$ cat src/rtl/reset_seq_pkg.sv
// Shared definitions for the reset release sequencer.
//   seq_state_t  : sequencer FSM state encoding (2 bits)
//   STAGE_IDX_W  : width of stage index outputs (cur_stage, fail_stage)
//   DROP_W       : width of the loss-of-ready recovery counter
package reset_seq_pkg;

    localparam int STAGE_IDX_W = 4;
    localparam int DROP_W      = 8;

    typedef enum logic [1:0] {
        HOLD  = 2'd0,   // current stage held in reset for STAGE_DELAY cycles
        WAIT  = 2'd1,   // current stage released, waiting for debounced ready
        DONE  = 2'd2,   // every stage released and ready
        FAULT = 2'd3    // current stage never became ready in time
    } seq_state_t;

endpackage

$ cat src/rtl/sat_counter.sv
// Saturating up-counter with synchronous clear and count enable.
// Ports:
//   clk    : clock
//   rst_n  : synchronous active-low reset (count -> 0)
//   clr    : synchronous clear, wins over en
//   en     : increment by one, holding at all-ones
//   count  : current count value
module sat_counter #(
    parameter int WIDTH = 16
) (
    input  logic             clk,
    input  logic             rst_n,
    input  logic             clr,
    input  logic             en,
    output logic [WIDTH-1:0] count
);

    logic [WIDTH-1:0] count_reg;

    always_ff @(posedge clk) begin
        if (!rst_n) begin
            count_reg <= '0;
        end else if (clr) begin
            count_reg <= '0;
        end else if (en && (count_reg != {WIDTH{1'b1}})) begin
            count_reg <= count_reg + 1'b1;
        end
    end

    assign count = count_reg;

endmodule

$ cat src/rtl/reset_sequencer.sv
// Multi-stage reset release sequencer. Stages are released one at a time
// in index order: each is held in reset for STAGE_DELAY cycles, then the
// sequencer waits for its ready input to be high for DEBOUNCE consecutive
// cycles before moving on. Handles per-stage timeout, loss of ready on an
// already-completed stage (re-sequence from the lowest dropped stage) and
// software restart.
// Ports:
//   sys_clk      : sole clock
//   sys_reset_n  : synchronous active-low reset
//   soft_reset   : single-cycle request to restart the whole sequence
//   stage_ready  : per-stage ready/lock status (synchronous to sys_clk)
//   stage_rst_n  : per-stage active-low reset outputs (registered)
//   all_done     : every stage released and ready
//   timeout_err  : sticky timeout fault flag (cleared by soft_reset)
//   fail_stage   : stage index that timed out
//   drop_count   : saturating count of loss-of-ready recoveries
//   cur_stage    : stage currently being sequenced
module reset_sequencer
    import reset_seq_pkg::*;
#(
    parameter int                    NUM_STAGES  = 3,
    parameter int                    CNT_WIDTH   = 16,
    parameter int                    STAGE_DELAY = 200,
    parameter int                    DEBOUNCE    = 4,
    parameter int                    TIMEOUT     = 50000,
    parameter logic [NUM_STAGES-1:0] READY_MASK  = '0
) (
    input  logic                   sys_clk,
    input  logic                   sys_reset_n,
    input  logic                   soft_reset,
    input  logic [NUM_STAGES-1:0]  stage_ready,
    output logic [NUM_STAGES-1:0]  stage_rst_n,
    output logic                   all_done,
    output logic                   timeout_err,
    output logic [STAGE_IDX_W-1:0] fail_stage,
    output logic [DROP_W-1:0]      drop_count,
    output logic [STAGE_IDX_W-1:0] cur_stage
);

    // Parameter sanity checks at elaboration time.
    if (NUM_STAGES < 1 || NUM_STAGES > 16) begin : g_bad_num_stages
        $error("reset_sequencer: NUM_STAGES must be in 1..16");
    end
    if (STAGE_DELAY < 1 || (STAGE_DELAY >> CNT_WIDTH) != 0) begin : g_bad_stage_delay
        $error("reset_sequencer: STAGE_DELAY must be >= 1 and fit in CNT_WIDTH bits");
    end
    if (DEBOUNCE < 1 || (DEBOUNCE >> CNT_WIDTH) != 0) begin : g_bad_debounce
        $error("reset_sequencer: DEBOUNCE must be >= 1 and fit in CNT_WIDTH bits");
    end
    if (TIMEOUT < 0 || (TIMEOUT >> CNT_WIDTH) != 0) begin : g_bad_timeout
        $error("reset_sequencer: TIMEOUT must fit in CNT_WIDTH bits");
    end

    localparam logic [CNT_WIDTH-1:0]   HOLD_LAST  = CNT_WIDTH'(STAGE_DELAY - 1);
    localparam logic [CNT_WIDTH-1:0]   DEB_LAST   = CNT_WIDTH'(DEBOUNCE - 1);
    localparam logic [CNT_WIDTH-1:0]   TO_LAST    = CNT_WIDTH'(TIMEOUT - 1);
    localparam bit                     TIMEOUT_EN = (TIMEOUT != 0);
    localparam logic [STAGE_IDX_W-1:0] LAST_STAGE = STAGE_IDX_W'(NUM_STAGES - 1);

    // ------------------------------------------------------------------
    // State and registered outputs
    // ------------------------------------------------------------------
    seq_state_t             state_reg,       state_next;
    logic [STAGE_IDX_W-1:0] cur_stage_reg,   cur_stage_next;
    logic [NUM_STAGES-1:0]  stage_rst_n_reg, stage_rst_n_next;
    logic                   all_done_reg,    all_done_next;
    logic                   timeout_err_reg, timeout_err_next;
    logic [STAGE_IDX_W-1:0] fail_stage_reg,  fail_stage_next;

    // Counter controls
    logic                   hold_clr, hold_en;
    logic                   deb_clr,  deb_en;
    logic                   to_clr,   to_en;
    logic                   drop_inc;
    logic [CNT_WIDTH-1:0]   hold_cnt, deb_cnt, to_cnt;

    // Per-stage decode
    logic [NUM_STAGES-1:0]  eff_ready;
    logic [NUM_STAGES-1:0]  cur_onehot;      // bit of the current stage
    logic [NUM_STAGES-1:0]  below_cur;       // stages strictly below cur_stage
    logic [NUM_STAGES-1:0]  completed;       // stages whose ready is monitored
    logic [NUM_STAGES-1:0]  dropped;
    logic [NUM_STAGES-1:0]  below_drop;      // stages strictly below drop_idx
    logic [STAGE_IDX_W-1:0] drop_idx;
    logic                   drop_any;
    logic                   cur_ready;

    assign eff_ready = stage_ready | READY_MASK;

    for (genvar gi = 0; gi < NUM_STAGES; gi++) begin : g_stage
        localparam logic [STAGE_IDX_W-1:0] IDX = STAGE_IDX_W'(gi);
        assign cur_onehot[gi] = (cur_stage_reg == IDX);
        assign below_cur[gi]  = (IDX < cur_stage_reg);
        assign below_drop[gi] = (IDX < drop_idx);
        // In DONE every stage is complete; in HOLD/WAIT only the ones
        // already passed. A faulted sequencer ignores ready entirely.
        assign completed[gi]  = (state_reg == DONE) ||
                                ((state_reg != FAULT) && (IDX < cur_stage_reg));
    end

    assign dropped   = completed & ~eff_ready;
    assign drop_any  = |dropped;
    assign cur_ready = |(eff_ready & cur_onehot);

    // Lowest dropped index wins: scan downward so the last hit is lowest.
    always_comb begin
        drop_idx = '0;
        for (int i = NUM_STAGES - 1; i >= 0; i--) begin
            if (dropped[i]) begin
                drop_idx = STAGE_IDX_W'(i);
            end
        end
    end

    // ------------------------------------------------------------------
    // Counters
    // ------------------------------------------------------------------
    sat_counter #(.WIDTH(CNT_WIDTH)) u_hold_cnt (
        .clk   (sys_clk),
        .rst_n (sys_reset_n),
        .clr   (hold_clr),
        .en    (hold_en),
        .count (hold_cnt)
    );

    sat_counter #(.WIDTH(CNT_WIDTH)) u_deb_cnt (
        .clk   (sys_clk),
        .rst_n (sys_reset_n),
        .clr   (deb_clr),
        .en    (deb_en),
        .count (deb_cnt)
    );

    sat_counter #(.WIDTH(CNT_WIDTH)) u_to_cnt (
        .clk   (sys_clk),
        .rst_n (sys_reset_n),
        .clr   (to_clr),
        .en    (to_en),
        .count (to_cnt)
    );

    // Never cleared except by sys_reset_n; survives soft_reset.
    sat_counter #(.WIDTH(DROP_W)) u_drop_cnt (
        .clk   (sys_clk),
        .rst_n (sys_reset_n),
        .clr   (1'b0),
        .en    (drop_inc),
        .count (drop_count)
    );

    // ------------------------------------------------------------------
    // FSM: state register
    // ------------------------------------------------------------------
    always_ff @(posedge sys_clk) begin
        if (!sys_reset_n) begin
            state_reg       <= HOLD;
            cur_stage_reg   <= '0;
            stage_rst_n_reg <= '0;
            all_done_reg    <= 1'b0;
            timeout_err_reg <= 1'b0;
            fail_stage_reg  <= '0;
        end else begin
            state_reg       <= state_next;
            cur_stage_reg   <= cur_stage_next;
            stage_rst_n_reg <= stage_rst_n_next;
            all_done_reg    <= all_done_next;
            timeout_err_reg <= timeout_err_next;
            fail_stage_reg  <= fail_stage_next;
        end
    end

    // ------------------------------------------------------------------
    // FSM: next state / outputs
    // Priority: soft_reset > loss-of-ready > timeout > normal advance.
    // ------------------------------------------------------------------
    always_comb begin
        state_next       = state_reg;
        cur_stage_next   = cur_stage_reg;
        stage_rst_n_next = stage_rst_n_reg;
        all_done_next    = all_done_reg;
        timeout_err_next = timeout_err_reg;
        fail_stage_next  = fail_stage_reg;
        hold_clr         = 1'b0;
        hold_en          = 1'b0;
        deb_clr          = 1'b0;
        deb_en           = 1'b0;
        to_clr           = 1'b0;
        to_en            = 1'b0;
        drop_inc         = 1'b0;

        if (soft_reset) begin
            state_next       = HOLD;
            cur_stage_next   = '0;
            stage_rst_n_next = '0;
            all_done_next    = 1'b0;
            timeout_err_next = 1'b0;
            hold_clr         = 1'b1;
            deb_clr          = 1'b1;
            to_clr           = 1'b1;
        end else if (drop_any) begin
            // Re-sequence from the lowest stage that lost ready.
            state_next       = HOLD;
            cur_stage_next   = drop_idx;
            stage_rst_n_next = stage_rst_n_reg & below_drop;
            all_done_next    = 1'b0;
            hold_clr         = 1'b1;
            deb_clr          = 1'b1;
            to_clr           = 1'b1;
            drop_inc         = 1'b1;
        end else begin
            case (state_reg)
                HOLD: begin
                    deb_clr = 1'b1;
                    to_clr  = 1'b1;
                    if (hold_cnt == HOLD_LAST) begin
                        stage_rst_n_next = stage_rst_n_reg | cur_onehot;
                        state_next       = WAIT;
                        hold_clr         = 1'b1;
                    end else begin
                        hold_en = 1'b1;
                    end
                end
                WAIT: begin
                    hold_clr = 1'b1;
                    to_en    = 1'b1;
                    // Any low cycle restarts the debounce window.
                    deb_en   = cur_ready;
                    deb_clr  = !cur_ready;
                    if (TIMEOUT_EN && (to_cnt == TO_LAST)) begin
                        state_next       = FAULT;
                        timeout_err_next = 1'b1;
                        fail_stage_next  = cur_stage_reg;
                        stage_rst_n_next = stage_rst_n_reg & below_cur;
                    end else if (cur_ready && (deb_cnt == DEB_LAST)) begin
                        deb_clr = 1'b1;
                        to_clr  = 1'b1;
                        if (cur_stage_reg == LAST_STAGE) begin
                            state_next    = DONE;
                            all_done_next = 1'b1;
                        end else begin
                            state_next     = HOLD;
                            cur_stage_next = cur_stage_reg + 1'b1;
                        end
                    end
                end
                DONE, FAULT: begin
                    hold_clr = 1'b1;
                    deb_clr  = 1'b1;
                    to_clr   = 1'b1;
                end
                default: begin
                    state_next = HOLD;
                end
            endcase
        end
    end

    assign stage_rst_n = stage_rst_n_reg;
    assign all_done    = all_done_reg;
    assign timeout_err = timeout_err_reg;
    assign fail_stage  = fail_stage_reg;
    assign cur_stage   = cur_stage_reg;

endmodule

$ cat config.mk
export PLATFORM = sky130hd
export DESIGN_NAME = reset_sequencer
export DESIGN_NICKNAME = d
export VERILOG_FILES = /design/src/rtl/reset_seq_pkg.sv /design/src/rtl/sat_counter.sv /design/src/rtl/reset_sequencer.sv
export SDC_FILE = /design/constraint.sdc
export NUM_CORES = 1
export LEC_CHECK = 0
export ABC_CLOCK_PERIOD_IN_PS = 5900
export CAP_MARGIN = 10
export CORE_UTILIZATION = 55
export CTS_BUF_LIST = sky130_fd_sc_hd__clkbuf_8 sky130_fd_sc_hd__clkbuf_16
export CTS_CLUSTER_DIAMETER = 200
export DETAILED_ROUTE_END_ITERATION = 12
export DONT_BUFFER_PORTS = 1
export GPL_TIMING_DRIVEN = 0
export PLACE_DENSITY = 0.71
export SLEW_MARGIN = 30
export SYNTH_ARGS = -nofsm -noshare
export SYNTH_HDL_FRONTEND = slang
export SYNTH_SLANG_ARGS = --single-unit
$ cat constraint.sdc
create_clock -name sys_clk -period 5.9 [get_ports sys_clk]
set_clock_uncertainty 0.05 [all_clocks]
set_input_delay 0 -clock sys_clk [delete_from_list [all_inputs] [get_ports sys_clk]]
set_output_delay 0 -clock sys_clk [all_outputs]
set_load 0.01 [all_outputs]
* Word level (Yosys, flattened, before mapping) *
Cells that the tools add are included.

operators by class
  $add $sub $neg = 5
  $lt $le $gt $ge = 6
  equality and inequality tests = 19
  muxes and demuxes = 43
  bitwise logic cells = 10
  reductions and logical operators = 33

operator list
  cell                                                                    count
  16-bit by 1-bit adder with 16-bit output, second input constant         3
  16-bit inequality test, second input constant                           3
  1-bit two-way mux                                                       23
  4-bit two-way mux                                                       5
  16-bit equality test, second input constant                             1
  16-bit by 2-bit equality test with 1-bit output, second input constant  1
  16-bit by 8-bit equality test with 1-bit output, second input constant  1
  1-bit by 4-bit < comparator with 1-bit output, first input constant     4
  2-bit two-way mux                                                       7
  3-bit bitwise AND                                                       4
  4-bit AND reduction                                                     3
  3-bit OR reduction                                                      4
  3-bit two-way mux                                                       3
  3-bit inequality test, second input constant                            3
  3-bit AND reduction                                                     3
  8-bit by 1-bit adder with 8-bit output, second input constant           1
  1-bit logical AND                                                       8
  2-bit by 4-bit < comparator with 1-bit output, first input constant     2
  8-bit inequality test, second input constant                            1
  2-bit OR reduction                                                      4
  2-bit inequality test, second input constant                            3
  1-bit one-hot mux with 2 select lines                                   3
  3-bit one-hot mux with 2 select lines                                   1
  2-bit nonzero test                                                      3
  16 further kinds                                                        22

storage, ports and cells
  register bits = 71
  output and inout port bits = 21
  word-level logic and storage cells = 126

* Depth between registers and ports, before layout *
  depth after elaboration = 10
  mapped depth = 10
  mapped depth without buffers = 7

* By module *
A second synthesis with hierarchy kept.

second synthesis, totals
  cells, all modules = 440
  area total of the unflattened synthesis = 3,998.8 µm²

by module, submodules not included
  module                        times used  cells each  area an instance (µm²)  seq. area each (µm²)
  sat_counter at u_deb_cnt ...  3           91          864.6                   320.3
  reset_sequencer               1           121         983.4                   300.3
  sat_counter at u_drop_cnt     1           46          421.7                   160.2

* Worst setup path before layout *
OpenSTA, ideal clock, no wires.

  path kind = reg2reg
  start = register cur_stage_reg[0], in the netlist cur_stage[0]
  end = register u_to_cnt.count_reg[15], in the netlist u_to_cnt.count[15]
  setup time = 70 ps
  data arrival time = 2,518 ps
  data required time = 5,780 ps
  setup slack = 3,262 ps
  stages on the path, launching flop included = 9
  cell sequence = dfxtp_1 -> inv_1 -> ha_1 -> or4b_1 -> a222oi_1 -> buf_4 -> nand4_4 -> or4_1 -> a21oi_1

on the way
  longest elaborated chain between the ends = 10
  elaborated cells between the ends (all ways) = 26

ends and longest elaborated chain
  what                                                                          RTL line                source
  start: declaration                                                            reset_sequencer.sv:64   logic [STAGE_IDX_W-1:0] cur_stage_reg, cur_stage_next;
  start signal: assignment                                                      reset_sequencer.sv:164  cur_stage_reg <= cur_stage_next;
  4-bit by 1-bit equality test with 1-bit output, or another cell as far along  reset_sequencer.sv:92   assign cur_onehot[gi] = (cur_stage_reg == IDX);
  3-bit bitwise AND                                                             reset_sequencer.sv:103  assign cur_ready = |(eff_ready & cur_onehot);
  3-bit OR reduction                                                            reset_sequencer.sv:103
  1-bit logical AND                                                             reset_sequencer.sv:234  end else if (cur_ready && (deb_cnt == DEB_LAST)) begin
  1-bit two-way mux                                                             reset_sequencer.sv:234
  1-bit two-way mux                                                             reset_sequencer.sv:229  if (TIMEOUT_EN && (to_cnt == TO_LAST)) begin
  1-bit one-hot mux with 2 select lines                                         reset_sequencer.sv:211  case (state_reg)
  1-bit two-way mux                                                             reset_sequencer.sv:200  end else if (drop_any) begin
  1-bit two-way mux                                                             reset_sequencer.sv:191  if (soft_reset) begin
  2-bit OR reduction (no source line)                                           --
  end signal: assignment                                                        sat_counter.sv:26       count_reg <= count_reg + 1'b1;
  end: declaration                                                              sat_counter.sv:18       logic [WIDTH-1:0] count_reg;

Several ways; a longest one is shown, not always the timed one.
A chain may end at the register's enable or synchronous reset.

* Worst setup path after layout *
  start = register cur_stage_reg[0], in the netlist cur_stage[0]
  end = register u_hold_cnt.count_reg[6], in the netlist u_hold_cnt.count[6]

on the way
  longest elaborated chain between the ends = 8
  elaborated cells between the ends (all ways) = 17

ends and longest elaborated chain
  what                                                                                                            RTL line                source
  1-bit by 4-bit < comparator with 1-bit output or 2-bit by 4-bit < comparator with 1-bit output (tied branches)  reset_sequencer.sv:98   ((state_reg != FAULT) && (IDX < cur_stage_reg));
  1-bit logical AND                                                                                               reset_sequencer.sv:98
  1-bit logical OR                                                                                                reset_sequencer.sv:97   assign completed[gi] = (state_reg == DONE) ||
  3-bit bitwise AND (*)                                                                                           reset_sequencer.sv:101  assign dropped = completed & ~eff_ready;
  3-bit OR reduction (*)                                                                                          reset_sequencer.sv:102  assign drop_any = |dropped;
  1-bit two-way mux                                                                                               reset_sequencer.sv:200
  1-bit two-way mux                                                                                               reset_sequencer.sv:191
  2-bit OR reduction (no source line) or 1-bit logical AND (tied branches)                                        --
  end signal: assignment                                                                                          sat_counter.sv:26
  end: declaration                                                                                                sat_counter.sv:18

Mark *: on every way between the ends. The rest lies on a longest branch, timed or not.

==> results.toml <==
[logic_synthesis]
synth_area_leaders = "dfxtp_1, a21oi_1, nand4_1"
synth_warnings = 0
synth_area_per_cell_um2 = 8.422
synth_largest_area_cell = "dfxtp_1"
synth-edff-count = 0
yosysSeqAreaShare = 0.3750
synth.top_cell.area_share = 0.3750
synth_seq_cells = 71
async_flop_share = 0
synth_ff_type = "dfxtp_1"
syn_area_um2 = 3790
synthCells = 450
synth_cell_types = 53
syn-num-nets = 464

[clocking]
clock_latency_ps = 350
cts_tree = "yes"
cts_buffers = 9
h-tree-depth = 3
cts.path.max_buffers = 2
clk_pin_slew_ps = 80
hold_buffers = 5
ctsResizeCount = 0
cts_setup_buffers = 0
cts.sinks = 71
cts_root_buf = "clkbuf_8"

[timing]
rsz0062_at_grt = "false"
setup_viol = 0
fmax_mhz = 301.9
maxSlewHeadroom = 0.5185
fin_crit_ps = 3313
finalSetupTns_ps = 0
worst_pin_slew_ps = 716.7
slew_viol_final = 0
fin_crit_sh = 0.5614
hold_viol_final = 0

[setup_path]
worstPathArrival_ps = 3540
required_ps = 6130
start_kind = "flop"
critPathKind = "reg2reg"
cp_max_fo = 10
end_kind = "flop"

[min_path]
hp-class = "in2reg"

[cells_and_area]
finalNetCount = 480
area_growth_pct = 8.914
antenna_cells = 0
layout_common_cells = "dfxtp_1, a21oi_1, nor2_1"
fillCellCount = 543
design_area_um2 = 4128
final_common_cell = "dfxtp_1"
drive_gt1_frac = 0.05732

[drt]
wl_per_cell_um = 16.63
firstDrtPassIters = 5
viasPerCell = 6.478
drc = 0
drt_iter0_markers = 190
drt_wl_total_um = 9113
dr_total_vias = 3550
ant_nets = 0

[floorplan]
row_count = 29
start_util = 0.5835
die_y_um = 85.01
fp.dieArea_um2 = 7227
io_pins = 27
core_um2 = 6495
die_w_um = 85.01

[grt]
grt_antenna_before_repair = 0
grtUsageTotal = 0.2609
grt_pass1_vias = 3214
grt_max_degree = 12
grt-ovfl-total = 0
grt_pass1_wl_um = 15060

[job]
drv_cap = 0

[power_and_ir_drop]
pwr_density_cell_nw_per_um2 = 214.8
ir_worst_vdd_mv = 0.1521
p_leak_nw = 1.383

[placed_design]
dp_hpwl_um = 6389
post_dp_cell_area_um2 = 3886
gp_congestion = 0.9138
port_buffers = 0

[run_status]
status = "completed"
## cells in the mapped netlist, drive strengths merged, types with 2 or more instances
cell type and instances:
dfxtp 71, a21oi 40, nor2 32, nand4 30, nand2 25, nand3 25
or4 24, o31ai 18, xor2 17, o21ai 16, clkbuf 15, and2 14
or3 14, nor3 11, nor4 9, ha 8, and3 7, and4 7
inv 6, mux2i 6, nor2b 5, o211ai 5, buf 4, nand2b 4
nor4b 4, xnor2 4, a31oi 3, or4b 3, a211oi 2, a21boi 2
a22oi 2, a31o 2, or2 2
## layout make-up
type	count	area [µm²]	share of cell area
multi-input cells	354	2266	0.5490
clock buffers	10	137.6	0.03334
clock inverters	6	53.80	0.01303
flip-flops and latches	71	1421	0.3443
inverters	6	22.52	0.005456
plain buffers	19	80.08	0.01940
well taps	77	96.34	0.02334
repair buffers	5	50.05	0.01212
## layer usage
layer | part of all wire | track usage | wire (µm) | up-vias
met5 | 0 | 0 | 0 | -
met4 | 0.021 | 0.1279 | 187 | 0
met3 | 0.058 | 0.04864 | 524 | 17
met2 | 0.44 | 0.3930 | 4009 | 116
met1 | 0.48 | 0.3593 | 4392 | 1651
li1 | - | - | - | 1766
## where the power goes
| group | leakage, nW | internal [mW] | switching (mW) |
|---|---|---|---|
| logic | 0.706 | 0.00644 | 0.0126 |
| registers | 0.572 | 0.479 | 0.000460 |
| clock network | 0.106 | 0.202 | 0.186 |
| total | 1.38 | 0.687 | 0.199 |
## worst paths after layout
check	slack, ps	to	depth (start not counted)	startpoint
worst min register to register	450	u_hold_cnt.count[11]	2	u_hold_cnt.count[11]
worst min-delay path	60	u_deb_cnt.count[3]	4	soft_reset
worst max register to register	2590	u_hold_cnt.count[6]	9	cur_stage[0]
worst max-delay path	2590	u_hold_cnt.count[6]	9	cur_stage[0]
## worst max-delay path: stages (launching register included)
cell,delay (ps)
dfxtp_1,430
inv_1,160
ha_1,290
or4b_1,510
a222oi_1,560
buf_4,320
and2_1,200
nand3_1,220
clkbuf_1,300
a21oi_1,180
## per-stage QoR
stage | total power, mW | setup slack, ps | std cells | utilization | hold WS [ps]
2_1_floorplan | 0.5025 | 3262 | 450 | - | 78.17
3_3_place_gp | 0.5063 | 2703 | 527 | 0.5983 | 81.41
3_5_place_dp | 0.5067 | 2678 | 527 | 0.5983 | 95.17
4_1_cts | 0.8913 | 2653 | 548 | 0.6355 | 50.61
5_1_grt | 0.9172 | 2448 | 548 | 0.6355 | 103.3
6_report | 0.8865 | 2587 | 548 | 0.6355 | 62.65
## kinds of logic (layout without fill, tap and decap cells)
| kind of cell | after synthesis | in the layout | synth area share |
|---|---|---|---|
| adder cells (fa/ha/maj) | 8 | 8 | 0.02641 |
| AND/OR/NAND/NOR | 219 | 219 | 0.3420 |
| buffers and inverters | 25 | 46 | 0.02707 |
| flip-flops | 71 | 71 | 0.3750 |
| AO/OA/AOI/OAI | 99 | 99 | 0.1621 |
| XOR/XNOR | 21 | 21 | 0.04853 |
| multiplexers | 7 | 7 | 0.01882 |
No activity file was read; power rests on OpenSTA's default activity.
